===== config.mk =====
export PLATFORM = sky130hd
export DESIGN_NAME = mem_access_unit
export DESIGN_NICKNAME = d
export VERILOG_FILES = /design/src/rtl/mem_pkg.sv /design/src/rtl/mem_access_unit.sv
export SDC_FILE = /design/constraint.sdc
export NUM_CORES = 1
export LEC_CHECK = 0
export ABC_AREA = 1
export CORE_UTILIZATION = 42
export CTS_CLUSTER_SIZE = 8
export DETAILED_ROUTE_END_ITERATION = 6
export GPL_TIMING_DRIVEN = 0
export PLACE_DENSITY = 0.73
export SLEW_MARGIN = 30
export SYNTH_ARGS = -nofsm -noshare
export SYNTH_HDL_FRONTEND = slang
export SYNTH_SLANG_ARGS = --single-unit

===== constraint.sdc =====
create_clock -name Clk -period 4.27 [get_ports Clk]
set_input_delay 0.854 -clock Clk [delete_from_list [all_inputs] [get_ports Clk]]
set_output_delay 0.854 -clock Clk [all_outputs]
set_load 0.02 [all_outputs]

===== src/rtl/mem_pkg.sv =====
// Shared types and sizes for the load/store sequencer.
// Sequencer states plus memory geometry.
package mem_pkg;

  localparam int MEM_W  = 8;
  localparam int MEM_A  = 8;
  localparam int HALF_W = 2 * MEM_W;

  typedef enum logic [1:0] {
    IDLE = 2'd0,
    ACC0 = 2'd1,
    ACC1 = 2'd2,
    RESP = 2'd3
  } state_e;

endpackage


===== src/rtl/mem_access_unit.sv =====
// Byte/halfword load-store sequencer for a byte-wide memory.
// Halfwords become two little-endian byte accesses.
module mem_access_unit
  import mem_pkg::*;
#(
  parameter int W = MEM_W,
  parameter int A = MEM_A
) (
  input  logic           Clk,
  input  logic           Reset,
  input  logic           ReqValid,
  output logic           ReqReady,
  input  logic           ReqWrite,
  input  logic           ReqHalf,
  input  logic [A-1:0]   ReqAddr,
  input  logic [2*W-1:0] ReqWData,
  output logic           RespValid,
  output logic [2*W-1:0] RespRData,
  output logic [A-1:0]   MemAddr,
  output logic           MemWriteEn,
  output logic [W-1:0]   MemWData,
  input  logic [W-1:0]   MemRData
);

  state_e         state_q;
  logic [A-1:0]   addr_q;
  logic [2*W-1:0] wdata_q;
  logic           write_q;
  logic           half_q;
  logic [2*W-1:0] rdata_q;

  always_ff @(posedge Clk) begin
    if (Reset) begin
      state_q <= IDLE;
      addr_q  <= '0;
      wdata_q <= '0;
      write_q <= 1'b0;
      half_q  <= 1'b0;
      rdata_q <= '0;
    end else begin
      unique case (state_q)
        IDLE: begin
          if (ReqValid) begin
            addr_q  <= ReqAddr;
            wdata_q <= ReqWData;
            write_q <= ReqWrite;
            half_q  <= ReqHalf;
            // Clearing here zero-extends byte loads.
            rdata_q <= '0;
            state_q <= ACC0;
          end
        end
        ACC0: begin
          if (!write_q)
            rdata_q[W-1:0] <= MemRData;
          state_q <= half_q ? ACC1 : RESP;
        end
        ACC1: begin
          if (!write_q)
            rdata_q[2*W-1:W] <= MemRData;
          state_q <= RESP;
        end
        RESP: state_q <= IDLE;
        default: state_q <= IDLE;
      endcase
    end
  end

  always_comb begin
    MemAddr    = addr_q;
    MemWriteEn = 1'b0;
    MemWData   = '0;
    RespValid  = 1'b0;
    RespRData  = '0;
    ReqReady   = 1'b0;
    unique case (1'b1)
      (state_q == IDLE): begin
        ReqReady = !Reset;
      end
      (state_q == ACC0): begin
        MemWriteEn = write_q && !Reset;
        MemWData   = write_q ? wdata_q[W-1:0] : '0;
      end
      (state_q == ACC1): begin
        MemAddr    = addr_q + A'(1);
        MemWriteEn = write_q && !Reset;
        MemWData   = write_q ? wdata_q[2*W-1:W] : '0;
      end
      (state_q == RESP): begin
        RespValid = 1'b1;
        RespRData = write_q ? '0 : rdata_q;
      end
      default: ;
    endcase
  end

endmodule


======== Yosys cells after proc, flatten, opt, wreduce, memory -nomap -nowiden ========
Index checks and enable logic that the tools add are counted.
word-level totals
  bits of input ports ..................... 37
  word-level logic and storage cells ...... 39
  output and inout bits ................... 35
  bits in registers ....................... 44
operators by class
  equality and inequality tests ........... 6
  multiplexer cells ....................... 16
  reductions and logical operators ........ 9
  add/sub/neg operators ................... 1
operator list
  kind                 count
  $mux 16              3
  $pmux 8 s2           3
  $mux 8               4
  $add 8x1->8 const B  1
  $pmux 2 s4           1
  $ne 2x2->1 const B   3
  $reduce_and 3->1     2
  $eq 2x2->1 const B   2
  $mux 1               4
  $reduce_bool 2->1    2
  $eq 2x1->1 const B   1
  $logic_not 2->1      1
  $mux 2               1
  $reduce_and 2->1     1
  $reduce_or 2->1      1
  $logic_and 1x1->1    1
  $logic_not 1->1      1

======== Depth between registers and ports, before layout ========
  word-level depth ........................ 3
  mapped depth ............................ 10
  depth with buffers taken out ............ 8

======== Least setup slack after synthesis ========
Ideal clock, no wire load.
  path type ............................... reg2out
  start point ............................. register state_q[0]
  end point ............................... output port RespRData[10]
  arrival ................................. 1.502 ns
  stages on the path, launching flop included .. 5
  buffers on the path ..................... 1
  slack ................................... 1.914 ns
  cell sequence ........................... dfxtp_1 > ha_1 > inv_1 > clkbuf_1 > nor3_1
between the ends
  word-level cells in the longest chain between the ends .. 2
ends and longest elaborated chain
  item                    line                   RTL
  start, declared         mem_access_unit.sv:25  state_e state_q;
  start signal, assigned  mem_access_unit.sv:56  state_q <= half_q ? ACC1 : RESP;
  $eq 2x2->1              mem_access_unit.sv:89  (state_q == RESP): begin
  $mux 16                 mem_access_unit.sv:76  unique case (1'b1)
  end, declared           mem_access_unit.sv:18  output logic [2*W-1:0] RespRData,
Every way passes these cells.

======== Final worst setup path ========
  start point ............................. register state_q[0]
  end point ............................... output port MemWData[4]
between the ends
  word-level cells in the longest chain between the ends .. 2
  elaborated cells on any way between the ends .. 3
  those cells by class .................... eq/ne (2); mux (1)
ends and longest elaborated chain
  item                                             line                                          RTL
  $eq 2x2->1 / $eq 2x1->1 (equally long branches)  mem_access_unit.sv:84, mem_access_unit.sv:80
  $pmux 8 s2 *                                     mem_access_unit.sv:76
  end, declared                                    mem_access_unit.sv:21                         output logic [W-1:0] MemWData,
Every way passes the cells marked *; elsewhere a longest branch is shown, timed or not.

==> impl_metrics.tcl <==
set metrics [dict create \
    powerDensity_nw_per_um2 613 \
    ios 72 \
    worstHoldPathType "flop to flop" \
    synthTopCellsByArea "dfxtp_1 (37%), nor2_1 (11%), nand2_1 (9.5%), inv_1 (7.0%), o21ai_0 (5.4%)" \
    crit_path_end_kind "output pin" \
    final_nets 481 \
    drtAntennaViolNets 0 \
    first_pass_iters 4 \
    slew_violations 0 \
    n_antenna_cell 0 \
    swShare_pct 43.1 \
    async_reset_ff_share_pct 0 \
    syn_avg_cell_area_um2 6.70 \
    clockBufferDepth 2 \
    dp_hpwl_um 4500 \
    gp_congestion 0.866 \
    tightest_slew_ns 0.490 \
    cp_max_fo 10 \
    critPathRequiredTime_ns 3.42 \
    grt_max_degree 14 \
    cts.reportedPaths.clkPinSlew_ns 0.09 \
    maxCapViolCount 0 \
    synth_cell_types 22 \
    via_per_inst 4.79 \
    num_vias 2444 \
    slew_headroom_pct 67.3 \
    postLayoutCoreUtil_pct 60.2 \
    power.internal_w 0.00116 \
    leakage_nw 1.47 \
    grt_pass1_vias 2309 \
    dp_slack_ns 1.25 \
    worstSetupPathType "flop to output pin" \
    die_y_um 77.7 \
    p_seq_share_pct 31.2 \
    antenna_found_initial 0 \
    register_area_um2 881 \
    insertion_delay_ns 0.30 \
    max-vdd-ir-drop_v 0.000231 \
    grt_pass1_wl_um 10100 \
    postSynthCellCount 359 \
    synth_top_area_share_pct 36.6 \
    core_um2 5510 \
    period_share_pct 75.5 \
    overflow 0 \
    drive_above_1_share_pct 9.13 \
    combPwrFrac_pct 53.3 \
    clkPwrFrac_pct 15.5 \
    synth_edf_count 0 \
    portBuffers 71 \
    cts_tree "built" \
    syn_area_um2 2410 \
    htree_levels 2 \
    p_total_w 0.00203 \
    status "finished, final reports clean" \
    initial_core_util_pct 43.7 \
    fin_tns_setup_ns 0 \
    reg2regPathDepth 7 \
    cts_hold_buf 0 \
    fillers 545 \
    wire_per_inst_um 11.8 \
    yosysWarnings 0 \
    synth_top_cell_by_area "dfxtp_1" \
    grt_usage_pct 20.9 \
    postCtsResizedCells 0 \
    finalWorstSetupSlack_ns 1.05 \
    multiInputGateArea_um2 1210 \
    hold_depth 2 \
    layout_commonest_cell "nor2_1" \
    critPathLaunchType "flop" \
    max_freq_mhz 310 \
    rsz0062_at_grt "no" \
    synth_seq_cells 44 \
    drt_iter0_markers 63 \
    rows 27 \
    seq_area_frac_synth_pct 36.6 \
    clock_skew_ns 0.00808 \
    synth_fp_nets 403 \
    arrival_ns 2.37 \
    setup_viol_count_final 0 \
    die_x_um 77.7 \
    cts_setup_buffers 0 \
    mostFrequentLayoutCells "nor2_1 (73), clkdlybuf4s50_1 (71), nand2_1 (61)" \
    numCtsBuffers 5 \
    cts.root.buffer_cell "clkbuf_8" \
    drc 0 \
    die_area_um2 6040 \
    post-route-min-period_ns 3.22 \
    area_delta_synth_final_pct 37.8 \
    power.switching_w 0.000875 \
    cts.sinks 44 \
    synth_ff_type "dfxtp_1" \
    hold_viol 0 \
    wl_um 6000 \
]
-- worst max-delay path: stages, from the launching register on --
cell and delay, ns:
dfxtp_1 0.37, inv_1 0.12, ha_1 0.29, buf_4 0.22, buf_6 0.15, nand3_1 0.08
a21oi_1 0.19, clkdlybuf4s50_1 0.65
-- worst paths after layout --
check / start / to / slack, ns
min: addr_q[7]$_SDFFE_PP0P_ / addr_q[7]$_SDFFE_PP0P_ / 0.48
max: state_q[0]$_SDFFE_PP0P_ / MemWData[4] / 1.05
min reg2reg: addr_q[7]$_SDFFE_PP0P_ / addr_q[7]$_SDFFE_PP0P_ / 0.48
max reg2reg: state_q[0]$_SDFFE_PP0P_ / wdata_q[10]$_SDFFE_PP0P_ / 2.73
-- cells in the mapped netlist, types with 6 or more instances --
master	instances
a21oi_1	13
buf_2	6
dfxtp_1	44
ha_1	7
inv_1	45
nand2_1	61
nand2_2	11
nand3_1	16
nand4_1	11
nor2_1	73
nor3_1	16
o21ai_0	26
-- routing by layer --
layer	GRT usage (%)	part of all wire, %	vias up
li1	-	-	1273
met4	4.72	0.70	0
met1	26.7	45	1075
met2	35.4	48	90
met5	0	0	-
met3	5.18	6.4	6
-- flip-flops by register name, summed over array words and instances, names as in the netlist --
name,flops
rdata_q,16
wdata_q,16
addr_q,8
state_q,2
half_q,1
write_q,1
-- cell type report --
type / count / share of cell area (%)
buffer: 20 / 4.08
timing repair buffer: 71 / 21.4
tap: 72 / 2.72
multi-input combinational: 247 / 36.5
inverter: 48 / 5.44
clock buffer: 6 / 2.19
clock inverter: 2 / 1.06
sequential: 44 / 26.6
-- power groups by stage --
stage               Clock, W  Sequential (W)  Combinational (W)
global route        0.000338        0.000651            0.00124
finish              0.000315        0.000633            0.00108
global placement           0        0.000637            0.00107
floorplan                  0        0.000624           0.000812
detailed placement         0        0.000644            0.00108
CTS                 0.000320        0.000634            0.00109
-- through the flow --
step	cells	hold WS [ns]	instance area, um^2
2_1_floorplan	359	0.444	2410
3_3_place_gp	502	0.457	3210
3_5_place_dp	502	0.470	3210
4_1_cts	510	0.481	3310
5_1_grt	510	0.507	3310
6_report	510	0.478	3310
-- cells by family (layout without fill, tap and decap cells) --
kind of cell	count (synthesis)	count (layout)	synth area share (%)
flops	44	44	36.6
xor+xnor	5	5	1.82
fa+ha+maj	7	7	3.64
simple gates	193	193	36.0
buf+inv	68	147	13.1
compound gates	42	42	8.84
No activity file was read; power rests on OpenSTA's default activity.
==> edit: new RTL, same flow settings <==
Re-encode `state_e` (4 states) as one-hot, 4 bits wide.
--- a/src/rtl/mem_pkg.sv
+++ b/src/rtl/mem_pkg.sv
@@ -7,9 +7,9 @@
   localparam int HALF_W = 2 * MEM_W;
 
-  typedef enum logic [1:0] {
-    IDLE = 2'd0,
-    ACC0 = 2'd1,
-    ACC1 = 2'd2,
-    RESP = 2'd3
+  typedef enum logic [3:0] {
+    IDLE = 4'b0001,
+    ACC0 = 4'b0010,
+    ACC1 = 4'b0100,
+    RESP = 4'b1000
   } state_e;
 
Formal check against the unedited RTL: same outputs for any inputs over 10 cycles, from zero or initial values and one cycle with Reset high; not proved beyond that.
==> edit against the unedited design <==
Area after synthesis down 5.1%; sequential share of layout area up 2.3 points; setup slack better by 0.18 ns; sequential cell count up 2; clock skew down 0.0030 ns; global-route usage down 0.70 points; register-to-register slack better by 0.10 ns; non-clock buffer count down 5; hold slack worse by 0.020 ns; routed wire length down 9.3%; design area down 3.6%.
Power is not compared: it rests on default switching activity, and its combinational part moved more than twofold at a synthesized area within 25%.
==> edit: results (changes against the unedited design) <==
routed length per placed instance - 11.2 um (was 11.8 um)
mux share of post-synthesis cell area - 0% (unchanged)
crit path DAT - 2.20 ns (was 2.37 ns)
placed cell areas - 3080 um2 (was 3210 um2)
clock skew - 0.00504 ns (was 0.00808 ns)
first-pass GRT wire length - 8.73 mm (was 10.1 mm)
Final #Nets - 454 (was 481)
number of global-route vias before repair - 2065 (was 2309)
largest cells by area after synthesis - dfxtp_1 (40%), nor2_1 (11%), inv_1 (9.9%), nand2_1 (8.7%), o21ai_0 (6.1%) (was dfxtp_1 (37%), nor2_1 (11%), nand2_1 (9.5%), inv_1 (7.0%), o21ai_0 (5.4%))
clock-pin slew on the worst setup and hold paths - 0.08 ns
layout cells sized above 1 - 7.69% (was 9.13%)
routed via count - 2254 (was 2444)
fillers - 500 (was 545)
Tot GR Track Use - 20.2% (was 20.9%)
Commonest cells post-synth - nor2_1 (66), inv_1 (60), nand2_1 (53), dfxtp_1 (46), o21ai_0 (28) (was nor2_1 (73), nand2_1 (61), inv_1 (45), dfxtp_1 (44), o21ai_0 (26))
GP Congestion - 0.790 (was 0.866)
asr flop ratio synth - 0% (unchanged)
Synth Area in XOR/XNOR - 1.53% (was 1.82%)
Top FF cell, synth - dfxtp_1 (unchanged)
register area share after synthesis - 40.3% (was 36.6%)
Num CTS Buffers - 5 (unchanged)
adder-cell share of the synthesized area - 0.548% (was 3.64%)
leakage power figure - 1.38 nW
DR iter-0 viols - 79 (was 63)
CTS H-tree lvls - 2 (unchanged)
Slew headroom - 66.3% (was 67.3%)
largest net degree at the start of global routing - 14 (unchanged)
Distinct cells, synth - 25 (was 22)
status - finished clean (unchanged)
crit-path max FO - 5 (was 10)
antenna violations before repair - 0 (unchanged)
Post-Syn Nets - 376 (was 403)
dpl hpwl - 4.14 mm (was 4.50 mm)
Root Buffer - clkbuf_8 (unchanged)
clk_lat worst skew - 0.30 ns (about the same)
Synth Area in Compound Gates - 14.9% (was 8.84%)
pre-CTS setup slack - 1.21 ns (was 1.25 ns)
Yosys warning count - 0 (unchanged)
[edit: cells by family (layout without fill, tap and decap cells)]
kind of cell | count (synthesis) | after routing
flip-flops | 46 | 46
AO/OA/AOI/OAI | 65 | 65
adder cells (fa/ha/maj) | 1 | 1
XOR/XNOR | 4 | 4
AND/OR/NAND/NOR | 146 | 146
buffers and inverters | 76 | 154
[edit: cell type report]
cell class              instances  area, um2  share of cell area (%)
inverters                      61        229                    7.17
flip-flops and latches         46        921                    28.8
repair buffers                 71        711                    22.2
plain buffers                  15        101                    3.17
well taps                      70       87.6                    2.74
multi-input cells             216       1030                    32.3
clock inverters                 1       30.0                   0.940
clock buffers                   6       82.6                    2.59
[edit: metrics by stage]
step                      total power (W)  utilization, %  cells
after floorplan                  0.000675               -    338
after global placement           0.000761            59.6    479
after detailed placement         0.000768            59.6    479
after CTS                         0.00109            61.8    486
after global routing              0.00115            61.8    486
final                             0.00109            61.8    486
[edit: worst reg2reg max path: stages, from the launching register on]
cell      delay (ns)
dfxtp_1         0.37
inv_1           0.06
nor2_2          0.16
nand3_2         0.17
clkbuf_1        0.26
o21ai_0         0.23
a21oi_1         0.05
[edit: routing by layer]
metal / vias to the layer above / GRT usage [%] / part of all wire (%)
met5: - / 0 / 0
met4: 0 / 6.17 / 1.2
met3: 7 / 5.29 / 6.8
met2: 64 / 34.9 / 46
met1: 990 / 24.7 / 46
li1: 1193 / - / -
[edit: path summary, 6_finish.rpt]
check / from / end / slack (ns) / depth (start not counted)
setup / recovery: Reset / MemWriteEn / 1.22 / 3
hold / removal: wdata_q[13] / wdata_q[13] / 0.46 / 2
setup reg to reg: state_q[0] / addr_q[1] / 2.83 / 6
hold reg to reg: wdata_q[13] / wdata_q[13] / 0.46 / 2
[edit: where the power goes]
group	switching, W	internal [W]	leakage, nW
combinational	0.000150	0.000111	0.944
sequential	0.0000182	0.000479	0.380
clock	0.000143	0.000187	0.0573
